File: src/rtl/executa_rega_pkg.sv
// rtl/executa_rega_pkg.sv - shared states, request codes and counter helpers for the irrigation sequencer
package executa_rega_pkg;

  typedef enum logic [2:0] {
    OCIOSO,
    PARTIDA,
    REGANDO,
    PURGA,
    FALHA
  } estado_t;

  localparam logic [1:0] REGA_ASP = 2'b10;
  localparam logic [1:0] REGA_GOT = 2'b01;
  localparam int CNT_W = 16;

  // A phase of t cycles loads t-1; zero-length phases still take one cycle.
  function automatic logic [CNT_W-1:0] carga(input int unsigned t);
    if (t <= 1) return '0;
    if (t > (1 << CNT_W)) return '1;
    return CNT_W'(t - 1);
  endfunction

endpackage

File: src/rtl/executa_rega_temporizador.sv
// rtl/executa_rega_temporizador.sv - loadable saturating down-counter used for all phase timing
module temporizador
  import executa_rega_pkg::*;
(
  input  logic             clk,
  input  logic             rst,
  input  logic             load_i,
  input  logic [CNT_W-1:0] valor_i,
  output logic             zero_o
);

  logic [CNT_W-1:0] cnt_q, cnt_d;

  always_comb begin
    cnt_d = cnt_q;
    if (load_i) begin
      cnt_d = valor_i;
    end else if (cnt_q != '0) begin
      cnt_d = cnt_q - 1'b1;
    end
  end

  always_ff @(posedge clk or posedge rst) begin
    if (rst) begin
      cnt_q <= '0;
    end else begin
      cnt_q <= cnt_d;
    end
  end

  assign zero_o = (cnt_q == '0);

endmodule

File: src/rtl/executa_rega.sv
// rtl/executa_rega.sv - irrigation sequencer: pump priming, valve phase, purge and fault hold
module executa_rega
  import executa_rega_pkg::*;
#(
  parameter int unsigned T_PARTIDA = 4,
  parameter int unsigned T_ASP     = 20,
  parameter int unsigned T_GOT     = 40,
  parameter int unsigned T_PURGA   = 3
) (
  input  logic       clk,
  input  logic       reset,
  input  logic [1:0] rega,
  input  logic       erro,
  input  logic       limpa_falha,
  output logic       bomba,
  output logic       valvula_asp,
  output logic       valvula_got,
  output logic       em_rega,
  output logic       fim_rega,
  output logic       falha
);

  estado_t          estado_q, estado_d;
  logic             asp_q, asp_d;
  logic             aborto_q, aborto_d;
  logic             load;
  logic [CNT_W-1:0] valor;
  logic             zero;
  logic             bomba_d, vasp_d, vgot_d, em_d, fim_d, falha_d;

  temporizador u_temporizador (
    .clk    (clk),
    .rst    (reset),
    .load_i (load),
    .valor_i(valor),
    .zero_o (zero)
  );

  always_ff @(posedge clk or posedge reset) begin
    if (reset) begin
      estado_q    <= OCIOSO;
      asp_q       <= 1'b0;
      aborto_q    <= 1'b0;
      bomba       <= 1'b0;
      valvula_asp <= 1'b0;
      valvula_got <= 1'b0;
      em_rega     <= 1'b0;
      fim_rega    <= 1'b0;
      falha       <= 1'b0;
    end else begin
      estado_q    <= estado_d;
      asp_q       <= asp_d;
      aborto_q    <= aborto_d;
      bomba       <= bomba_d;
      valvula_asp <= vasp_d;
      valvula_got <= vgot_d;
      em_rega     <= em_d;
      fim_rega    <= fim_d;
      falha       <= falha_d;
    end
  end

  // Every phase entry reloads the shared counter; erro takes priority over expiry.
  always_comb begin
    estado_d = estado_q;
    asp_d    = asp_q;
    aborto_d = aborto_q;
    load     = 1'b0;
    valor    = carga(T_PARTIDA);
    case (estado_q)
      OCIOSO: begin
        aborto_d = 1'b0;
        if (!erro && (rega == REGA_ASP || rega == REGA_GOT)) begin
          estado_d = PARTIDA;
          asp_d    = (rega == REGA_ASP);
          load     = 1'b1;
          valor    = carga(T_PARTIDA);
        end
      end
      PARTIDA, REGANDO: begin
        if (erro) begin
          estado_d = PURGA;
          aborto_d = 1'b1;
          load     = 1'b1;
          valor    = carga(T_PURGA);
        end else if (zero && estado_q == PARTIDA) begin
          estado_d = REGANDO;
          load     = 1'b1;
          valor    = asp_q ? carga(T_ASP) : carga(T_GOT);
        end else if (zero) begin
          estado_d = PURGA;
          load     = 1'b1;
          valor    = carga(T_PURGA);
        end
      end
      PURGA: begin
        if (zero) estado_d = aborto_q ? FALHA : OCIOSO;
      end
      FALHA: begin
        if (limpa_falha) begin
          estado_d = OCIOSO;
          aborto_d = 1'b0;
        end
      end
      default: estado_d = OCIOSO;
    endcase
  end

  // Outputs are decoded from the next state so they register alongside it.
  always_comb begin
    bomba_d = (estado_d == PARTIDA) || (estado_d == REGANDO);
    vasp_d  = (estado_d == REGANDO) && asp_d;
    vgot_d  = (estado_d == REGANDO) && !asp_d;
    em_d    = (estado_d != OCIOSO) && (estado_d != FALHA);
    fim_d   = (estado_q == PURGA) && (estado_d == OCIOSO);
    falha_d = (estado_d == FALHA) || ((estado_d == PURGA) && aborto_d);
  end

endmodule

File: config.mk
export PLATFORM = sky130hd
export DESIGN_NAME = executa_rega
export DESIGN_NICKNAME = d
export VERILOG_FILES = /design/src/rtl/executa_rega_pkg.sv /design/src/rtl/executa_rega_temporizador.sv /design/src/rtl/executa_rega.sv
export SDC_FILE = /design/constraint.sdc
export NUM_CORES = 1
export LEC_CHECK = 0
export CAP_MARGIN = 20
export CORE_MARGIN = 3
export CORE_UTILIZATION = 60
export CTS_BUF_LIST = sky130_fd_sc_hd__clkbuf_2 sky130_fd_sc_hd__clkbuf_4 sky130_fd_sc_hd__clkbuf_8
export CTS_CLUSTER_SIZE = 28
export DETAILED_ROUTE_END_ITERATION = 10
export PLACE_DENSITY = 0.82
export SLEW_MARGIN = 10
export SYNTH_ARGS = -nofsm -noshare
export SYNTH_HDL_FRONTEND = slang
export SYNTH_SLANG_ARGS = --single-unit
File: constraint.sdc
create_clock -name clk -period 2.35 [get_ports clk]
set_input_delay 0.47 -clock clk [delete_from_list [all_inputs] [get_ports clk]]
set_output_delay 0.47 -clock clk [all_outputs]
set_load 0.02 [all_outputs]
==> impl_metrics.csv <==
group,metric,value,unit
yosys,yosys_warnings,0,
yosys,syn_area,1540,µm²
clock_tree,cts_setup_buffers,0,
critical_path,critPathSlowestCell,"or4_1",
yosys,synthFlopType,"dfrtp_1",
run_status,status,"complete, no violations",
clock_tree,clkLatencyLatePin,0.34,ns
clock_tree,clkSlewWorstSetupHoldPaths,0.15,ns
critical_path,crit_buf_inv,1,
flow_run,cap_violations,0,
routing,routed-via-count,1273,
timing,setup_tns,0,ns
routing,drtIter0Drc,56,
floorplan,dieWidth,56.7,µm
yosys,synthesis.nets,175,
timing,fmax,472,MHz
timing,rsz0062_at_grt,"false",
grt,grt_max_degree,28,
finish,nets,194,
place,dp_hpwl,2.38,mm
yosys,yosys.area_share.adder,0.0162,
yosys,synth_area_leaders,"dfrtp_1, nor2_1, a21oi_1",
critical_path,cp.arrival,2.34,ns
clock_tree,htree_levels,1,
floorplan,ios,12,
finish,area_growth,13.6,%
grt,grt_pass1_vias,1160,
routing,detail_route.drc_violations,0,
timing,drv_slew,0,
routing,detail-route-antenna-nets,0,
yosys,synth_xor_area_frac,0.0398,
floorplan,die-area,3210,µm²
grt,antenna_found_initial,0,
timing,min_period,2.12,ns
finish,fin_cells,213,
power,total_power,2.16,mW
critical_path,slowest_delay,0.65,ns
critical_path,worst_ep_required_time,2.57,ns
yosys,yosys.area.top_type,"dfrtp_1",
timing,tightest_slew,0.533,ns
power,p_per_area,1230,nW/µm²
hold_path,hp-class,"input pin to async pin",
yosys,synthMuxAreaShare,0.0138,
floorplan,initial_core_util,0.665,
grt,grt_util_all_layers,0.215,
yosys,ys_ff_latch,27,
grt,grt_pass1_wl,5.46,mm
timing,hold_viol,0,
timing,holdWs,0.468,ns
yosys,netlist-cell-type-count,49,
place,dp.cells,209,
routing,viasPerCell,5.98,
yosys,async_reset_ff_frac,1.00,
timing,slew_headroom,0.642,
critical_path,reg2reg_slack,0.23,ns
clock_tree,ctsHoldBuffers,0,
floorplan,core_area,2320,µm²
place,portBuffers,11,
routing,first_pass_iters,4,
clock_tree,post_cts_resize_count,0,
yosys,synthTopCellsByCount,"dfrtp_1, nor2_1, a21oi_1, nand2_1",
floorplan,rows,17,
finish,drive_gt1_frac,0.162,
critical_path,r2r_cells,6,
critical_path,crit_path_end_kind,"register",
timing,skew,0.0202,ns
yosys,synth-edff-count,0,
yosys,ys_seq_area_frac,0.438,
yosys,synth.avg_cell_area,9.23,µm²
clock_tree,cts-root-buf,"clkbuf_4",
finish,fillers,161,
floorplan,die_h,56.7,µm
critical_path,crit_path_start_kind,"register",
yosys,synth.top_cell.area_share,0.438,
yosys,synth_top_family_by_area,"simple AND/OR/NAND/NOR gates",
critical_path,cp_num_cells,6,
critical_path,cp_cell_sequence,"or4_1 > nor4_4 > buf_4 > nor2_1 > o21ai_1 > nor2b_1",
clock_tree,numCtsBuffers,3,
clock_tree,cts.sinks,27,
critical_path,path_max_fanout,11,
yosys,yosys.area_share.simple,0.283,
yosys,synth_compound_area_frac,0.162,
timing,fin_crit_sh,0.902,
routing,drt-total-wl,3.18,mm
place,gp_congestion,0.879,
critical_path,crit_type,"register to register",
yosys,syn_inst,167,
power,p_leak,0.753,nW
timing,setup_violations,0,
power,ir_worst_vdd,1020,µV
grt,overflow,0,
clock_tree,cts_tree,"built",
finish,antennaDiodeCount,0,
clock_tree,cts_buffer_depth,2,
critical_path,crit_family,"simple AND/OR/NAND/NOR gates",
routing,wire_per_inst,14.9,µm
cell usage in the layout (no fill, tap or decap), types with 5 or more instances in the layout:
cell type / synthesis / final
a21oi_1: 12 / 12
clkdlybuf4s50_1: 0 / 11
inv_1: 7 / 7
o21ai_1: 7 / 7
nor2_1: 27 / 27
dfrtp_1: 27 / 27
nor3_1: 5 / 5
nand2_1: 11 / 11
xnor2_1: 6 / 6
buf_4: 2 / 11
state kept, by name, indices dropped and copies added, names as in the netlist:
| signal | flops |
|---|---|
| aborto_q | 1 |
| asp_q | 1 |
| bomba | 1 |
| em_rega | 1 |
| estado_q | 3 |
| falha | 1 |
| fim_rega | 1 |
| u_temporizador.cnt_q | 16 |
| valvula_asp | 1 |
| valvula_got | 1 |
area by class of cell:
type                            count  area [µm²]  share of cell area
Multi-Input combinational cell    125         795               0.454
Sequential cell                    27         676               0.386
Timing Repair Buffer               22         193               0.110
Tap cell                           28        35.0              0.0200
Inverter                            7        26.3              0.0150
Clock buffer                        3        22.5              0.0129
Clock inverter                      1        5.00             0.00286
power by group:
part	total [mW]	internal, mW	switching, mW
registers	0.808	0.619	0.189
logic	1.15	0.511	0.638
clock network	0.202	0.0640	0.138
total	2.16	1.19	0.965
worst min-delay path, cell delays in order:
cell	delay, ns
clkdlybuf4s50_1	0.39
inv_1	0.05
buf_4	0.32
path summary, 6_finish.rpt:
| kind | from | end |
|---|---|---|
| min reg2reg | aborto_q | fim_rega |
| max | u_temporizador.cnt_q[11] | valvula_asp |
| max reg2reg | u_temporizador.cnt_q[11] | valvula_asp |
| min in group clk | aborto_q | fim_rega |
| min | reset | u_temporizador.cnt_q[6] |
| max in group asynchronous | reset | u_temporizador.cnt_q[15] |
per-layer routing:
| layer | track usage | share of wire | vias up |
|---|---|---|---|
| met2 | 0.330 | 0.48 | 32 |
| met1 | 0.290 | 0.45 | 607 |
| met4 | 0.0712 | 0.015 | 0 |
| met3 | 0.0598 | 0.055 | 7 |
| met5 | 0 | 0 | - |
| li1 | - | - | 627 |
cell families after synthesis:
family	count (synthesis)
DFF	27
adders and majority gates	2
muxes	2
AOI/OAI and AO/OA	39
xor gates and xnor gates	7
buffers and inverters	15
and+or+nand+nor	75
metrics by stage:
stage	worst slack, ns	util	area, µm²
2_1_floorplan	0.401	-	1540
3_5_place_dp	0.0312	0.744	1720
6_report	0.229	0.756	1750
3_3_place_gp	0.0617	0.744	1720
5_1_grt	0.0468	0.756	1750
4_1_cts	0.235	0.756	1750
(Power assumes the default switching activity.)
